===== src/rtl/mult_pkg.sv =====
// Constants shared by the Booth-2 multiplier datapath (compressor and final adder).
// The alignment helper turns the second compressed partial product into a full-width addend.
package mult_pkg;

  localparam int PP_A_W     = 16;
  localparam int PP_B_W     = 14;
  localparam int PP_B_SHIFT = 2;
  localparam int PROD_W     = 16;

  // pp_b bit k has weight 2^(k+2), so its two low positions are implicit zeros
  function automatic logic [PROD_W-1:0] align_pp_b(input logic [PP_B_W-1:0] pp_b);
    return {pp_b, {PP_B_SHIFT{1'b0}}};
  endfunction

endpackage


===== src/rtl/booth2_add_slice.sv =====
// Registered W-bit adder slice with carry-in and carry-out.
// The sum and carry registers update only when load is high.
module booth2_add_slice #(
  parameter int W = 8
) (
  input  logic         clk,
  input  logic         rst_n,
  input  logic         load,
  input  logic [W-1:0] a,
  input  logic [W-1:0] b,
  input  logic         cin,
  output logic [W-1:0] sum,
  output logic         cout
);

  logic [W:0] total_s;

  assign total_s = {1'b0, a} + {1'b0, b} + {{W{1'b0}}, cin};

  // Capture the slice sum and its carry-out on load
  always_ff @(posedge clk or negedge rst_n) begin
    if (!rst_n) begin
      sum  <= {W{1'b0}};
      cout <= 1'b0;
    end else if (load) begin
      sum  <= total_s[W-1:0];
      cout <= total_s[W];
    end
  end

endmodule


===== src/rtl/booth2_final_adder_pipe.sv =====
// Final carry-propagate stage of the 8x8 Booth-2 multiplier: two-stage split adder
// with valid/ready flow control, low slice in stage 1 and high slice in stage 2.
module booth2_final_adder_pipe import mult_pkg::*; #(
  parameter int SPLIT = 8
) (
  input  logic              clk,
  input  logic              rst_n,
  input  logic              in_valid,
  output logic              in_ready,
  input  logic [PP_A_W-1:0] pp_a,
  input  logic [PP_B_W-1:0] pp_b,
  output logic              out_valid,
  input  logic              out_ready,
  output logic [PROD_W-1:0] product
);

  localparam int HI_W = PROD_W - SPLIT;

  logic [PROD_W-1:0] b_al_s;
  logic              en1_s;
  logic              en2_s;
  logic              v1_r;
  logic              v2_r;
  logic [SPLIT-1:0]  lo_r;
  logic              c1_r;
  logic [HI_W-1:0]   a_hi_r;
  logic [HI_W-1:0]   b_hi_r;
  logic [SPLIT-1:0]  lo_out_r;
  logic [HI_W-1:0]   hi_out_r;
  logic              hi_carry_unused_s;

  assign b_al_s = align_pp_b(pp_b);

  // Each stage may load when it is empty or the stage after it is moving
  assign en2_s     = ~v2_r | out_ready;
  assign en1_s     = ~v1_r | en2_s;
  assign in_ready  = en1_s;
  assign out_valid = v2_r;
  assign product   = {hi_out_r, lo_out_r};

  booth2_add_slice #(.W(SPLIT)) u_lo_slice (
    .clk   (clk),
    .rst_n (rst_n),
    .load  (en1_s),
    .a     (pp_a[SPLIT-1:0]),
    .b     (b_al_s[SPLIT-1:0]),
    .cin   (1'b0),
    .sum   (lo_r),
    .cout  (c1_r)
  );

  // Stage 1 keeps the upper operand halves for the stage-2 add
  always_ff @(posedge clk or negedge rst_n) begin
    if (!rst_n) begin
      a_hi_r <= {HI_W{1'b0}};
      b_hi_r <= {HI_W{1'b0}};
    end else if (en1_s) begin
      a_hi_r <= pp_a[PROD_W-1:SPLIT];
      b_hi_r <= b_al_s[PROD_W-1:SPLIT];
    end
  end

  // Carry out of bit 15 is discarded: the sign encoding makes the mod-2^16 sum exact
  booth2_add_slice #(.W(HI_W)) u_hi_slice (
    .clk   (clk),
    .rst_n (rst_n),
    .load  (en2_s),
    .a     (a_hi_r),
    .b     (b_hi_r),
    .cin   (c1_r),
    .sum   (hi_out_r),
    .cout  (hi_carry_unused_s)
  );

  // Stage 2 forwards the already-finished low half alongside the high sum
  always_ff @(posedge clk or negedge rst_n) begin
    if (!rst_n) begin
      lo_out_r <= {SPLIT{1'b0}};
    end else if (en2_s) begin
      lo_out_r <= lo_r;
    end
  end

  // Per-stage occupancy bits
  always_ff @(posedge clk or negedge rst_n) begin
    if (!rst_n) begin
      v1_r <= 1'b0;
      v2_r <= 1'b0;
    end else begin
      if (en1_s) begin
        v1_r <= in_valid;
      end
      if (en2_s) begin
        v2_r <= v1_r;
      end
    end
  end

endmodule


===== config.mk =====
export PLATFORM = sky130hd
export DESIGN_NAME = booth2_final_adder_pipe
export DESIGN_NICKNAME = d
export VERILOG_FILES = /design/src/rtl/mult_pkg.sv /design/src/rtl/booth2_add_slice.sv /design/src/rtl/booth2_final_adder_pipe.sv
export SDC_FILE = /design/constraint.sdc
export NUM_CORES = 1
export LEC_CHECK = 0
export ABC_AREA = 1
export CAP_MARGIN = 20
export CORE_ASPECT_RATIO = 2
export CORE_MARGIN = 3
export CORE_UTILIZATION = 25
export CTS_BUF_LIST = sky130_fd_sc_hd__clkbuf_8 sky130_fd_sc_hd__clkbuf_16
export DETAILED_ROUTE_END_ITERATION = 6
export GPL_TIMING_DRIVEN = 0
export MAX_ROUTING_LAYER = met4
export PLACE_DENSITY = 0.48
export SYNTH_ARGS = -nofsm -noshare
export SYNTH_HDL_FRONTEND = slang
export SYNTH_SLANG_ARGS = --single-unit

===== constraint.sdc =====
create_clock -name clk -period 4.8 [get_ports clk]
set_input_delay 0.96 -clock clk [delete_from_list [all_inputs] [get_ports clk]]
set_output_delay 0.96 -clock clk [all_outputs]
set_load 0.005 [all_outputs]

==> summary.txt <==
Timing
  • Final Max Slew Viols: 0
  • Tmin final: 3400 ps
  • Max-slew headroom: 69.0%
  • Setup violations, final: 0
  • Final-report hold violation count: 0
  • Period utilization: 70.8%
  • Setup TNS: 0 ps
  • RSZ-0062 raised after global routing: false
  • Actual slew at the worst max-slew pin: 465 ps
  • Achievable frequency: 294 MHz
  • Clock skew: 4.02 ps

Finish
  • Layout fillers: 909
  • Layout Nets: 373
  • Combined area of the multi-input logic cells: 965 um2
  • Share of layout cells above drive strength 1: 7.38%
  • Post-route cell area: 3020 um2
  • P&R area growth vs syn: 38.3%
  • Sequential cell area: 1080 um2
  • N_diodes: 0

Routing
  • Post-Route WL: 5460 um
  • Iteration-0 DRC Markers: 99
  • Via density per instance: 4.35
  • Drt wl/cell: 12.9 um
  • Drt drc: 0
  • Antenna-violating nets left: 0
  • DRT Pass-1 Iters: 4
  • Routed vias: 1841

Clocking
  • Post-CTS Resized: 0
  • Root Buffer: clkbuf_16
  • TritonCTS clock tree: done
  • Max H-tree Level: 2
  • CTS buffer count: 5
  • Worst-path clk slew: 60 ps
  • Maximum clock path buffer count: 2
  • Post-CTS Setup Bufs: 0
  • Cts hold-fix bufs: 0
  • Clock Sinks: 43
  • Clk_lat worst skew: 290 ps

Worst setup path
  • Crit. Startpoint: out_ready
  • Capture point of the worst path: in_ready
  • Critical-path maximum fanout: 10
  • Worst setup path class: in -> out
  • RR Endpoint: u_hi_slice.sum[6]
  • Reg2reg path depth: 10
  • Worst r2r src: u_lo_slice.cout
  • Worst Setup End Kind: output port
  • CP required: 3840 ps
  • Flop-to-flop setup slack: 3000 ps
  • Worst setup SP type: input port
  • Worst Path Arrival: 2440 ps

Min path
  • Hold_sp: u_lo_slice.sum[4]
  • HP Class: reg -> reg

Power
  • Power share of the sequential group: 38.6%
  • Comb power frac: 24.9%
  • Leakage power: 1.52 nW
  • PwrDens: 394 nW/um2
  • Sw Share: 26.4%
  • Net Switching: 314 uW
  • Internal Power: 876 uW
  • Tot Pwr: 1.19 mW
  • Peak supply drop: 0.160 mV
  • Clk pwr share: 36.6%

GRT
  • Grt ovf: 0
  • Initial antenna violation count: 0
  • Gr busiest metal: met2
  • All-Layer GR Usage: 12.5%
  • Number of global-route vias before repair: 1909
  • Global routing usage on met3: 2.11%
  • M1 GR Usage: 12.2%
  • Largest net degree at the start of global routing: 26
  • First-pass GRT wire length: 9140 um
  • Met2 usage: 22.8%

Floorplanning
  • IO Pins: 52
  • Die extent in y: 138 um
  • Die area: 9970 um2
  • Core area: 8410 um2
  • Initial core utilization: 26.0%
  • Site row count: 47
  • Die W: 72.1 um

Synth
  • Count leader, synth: nand2_1
  • Post-Synthesis Net Count: 314
  • Post-synth top area share: 49.2%
  • Syn avg cell area: 8.25 um2
  • Synth cell types: 23
  • Synth top cells by count: nand2_1 (117), dfrtp_1 (43), inv_1 (24)
  • Async SR Flop Fraction: 100%
  • Number of flops mapped to enable cells by yosys: 0
  • FF+latch count, synth: 43
  • Register area share after synthesis: 49.2%
  • Top cells by area, synth: dfrtp_1 (49%), nand2_1 (20%), ha_1 (6.9%), inv_1 (4.1%), nand3_1 (3.0%)
  • Ys flop type: dfrtp_1
  • Mapped Cells: 265
  • Area leader, netlist: dfrtp_1
  • Synth warnings: 0
  • Post-synthesis cell area: 2190 um2

Place
  • Port Buffers: 51
  • GP Congestion: 0.763
  • Placement Cell Area: 2830 um2
  • Post-detail-place hpwl: 4300 um

Outcome
  • Status: finished clean

Run
  • Max-cap viol count: 0
==> through the flow <==
step	utilization, %	worst slack (ps)	hold slack, ps	cells
after floorplan	-	2510	442	265
after global placement	33.5	1350	457	414
after detailed placement	33.7	1360	453	415
after CTS	35.9	1350	468	423
after global routing	35.9	1280	505	423
final	35.9	1400	466	423
==> area by class of cell <==
class                           count  share of cell area [%]
Buffer                              8                    1.70
Multi-Input combinational cell    189                    31.9
Inverter                           25                    3.10
Timing Repair Buffer               52                    17.4
Clock buffer                        5                    4.14
Sequential cell                    43                    35.6
Clock inverter                      3                    2.11
Tap cell                           98                    4.06
==> power groups by stage <==
stage               sequential, mW  clock (mW)  combinational [mW]
floorplan                    0.462           0               0.148
global placement             0.466           0               0.298
detailed placement           0.467           0               0.304
CTS                          0.460       0.449               0.306
global route                 0.467       0.461               0.338
finish                       0.459       0.435               0.296
==> kinds of logic (layout without fill, tap and decap cells) <==
family / Yosys count / count (layout) / share of synthesized area, %
XOR/XNOR: 2 / 2 / 0.802
adder cells (fa/ha/maj): 15 / 15 / 9.62
buffers and inverters: 33 / 93 / 6.64
AND/OR/NAND/NOR: 151 / 151 / 28.8
flip-flops: 43 / 43 / 49.2
AO/OA/AOI/OAI: 21 / 21 / 4.92
==> worst min path at each step <==
stage	end	slack (ps)	depth (start not counted)
floorplan	lo_out_r[3]	440	2
detailed placement	lo_out_r[4]	450	2
global route	lo_out_r[5]	510	2
global placement	lo_out_r[4]	460	2
finish	lo_out_r[4]	470	2
CTS	lo_out_r[4]	470	2
==> registers in the layout, indices dropped and copies added (netlist names) <==
register	flops
out_valid	1
lo_out_r	8
a_hi_r	8
b_hi_r	8
v1_r	1
u_lo_slice.sum	8
u_lo_slice.cout	1
u_hi_slice.sum	8
==> layout by cell type (no fill, tap or decap), types with 2 or more instances in the layout <==
| cell | synthesis | final |
|---|---|---|
| a21oi_1 | 5 | 5 |
| a31oi_1 | 2 | 2 |
| buf_2 | 5 | 6 |
| buf_4 | 2 | 2 |
| bufinv_16 | 0 | 2 |
| clkbuf_16 | 0 | 5 |
| clkdlybuf4s50_1 | 0 | 50 |
| dfrtp_1 | 43 | 43 |
| fa_1 | 3 | 3 |
| ha_1 | 12 | 12 |
| inv_1 | 24 | 25 |
| nand2_1 | 117 | 117 |
| nand3_1 | 13 | 13 |
| nand3b_1 | 5 | 5 |
| nor2_1 | 7 | 7 |
| o21ai_0 | 11 | 11 |
| o21ai_1 | 3 | 3 |
| or2_1 | 2 | 2 |
| or2_2 | 4 | 4 |
==> critical path, stage by stage <==
cell	delay (ps)
clkdlybuf4s50_1	500
nor2_4	60
nand2_2	120
buf_2	260
clkdlybuf4s50_1	540
==> routing by layer <==
layer  share of wire [%]  up-vias
met4                 1.9        0
met1                  36      859
met3                 3.4        5
met2                  58       39
li1                    -      938
met5                   0        -
(Power assumes the default switching activity.)
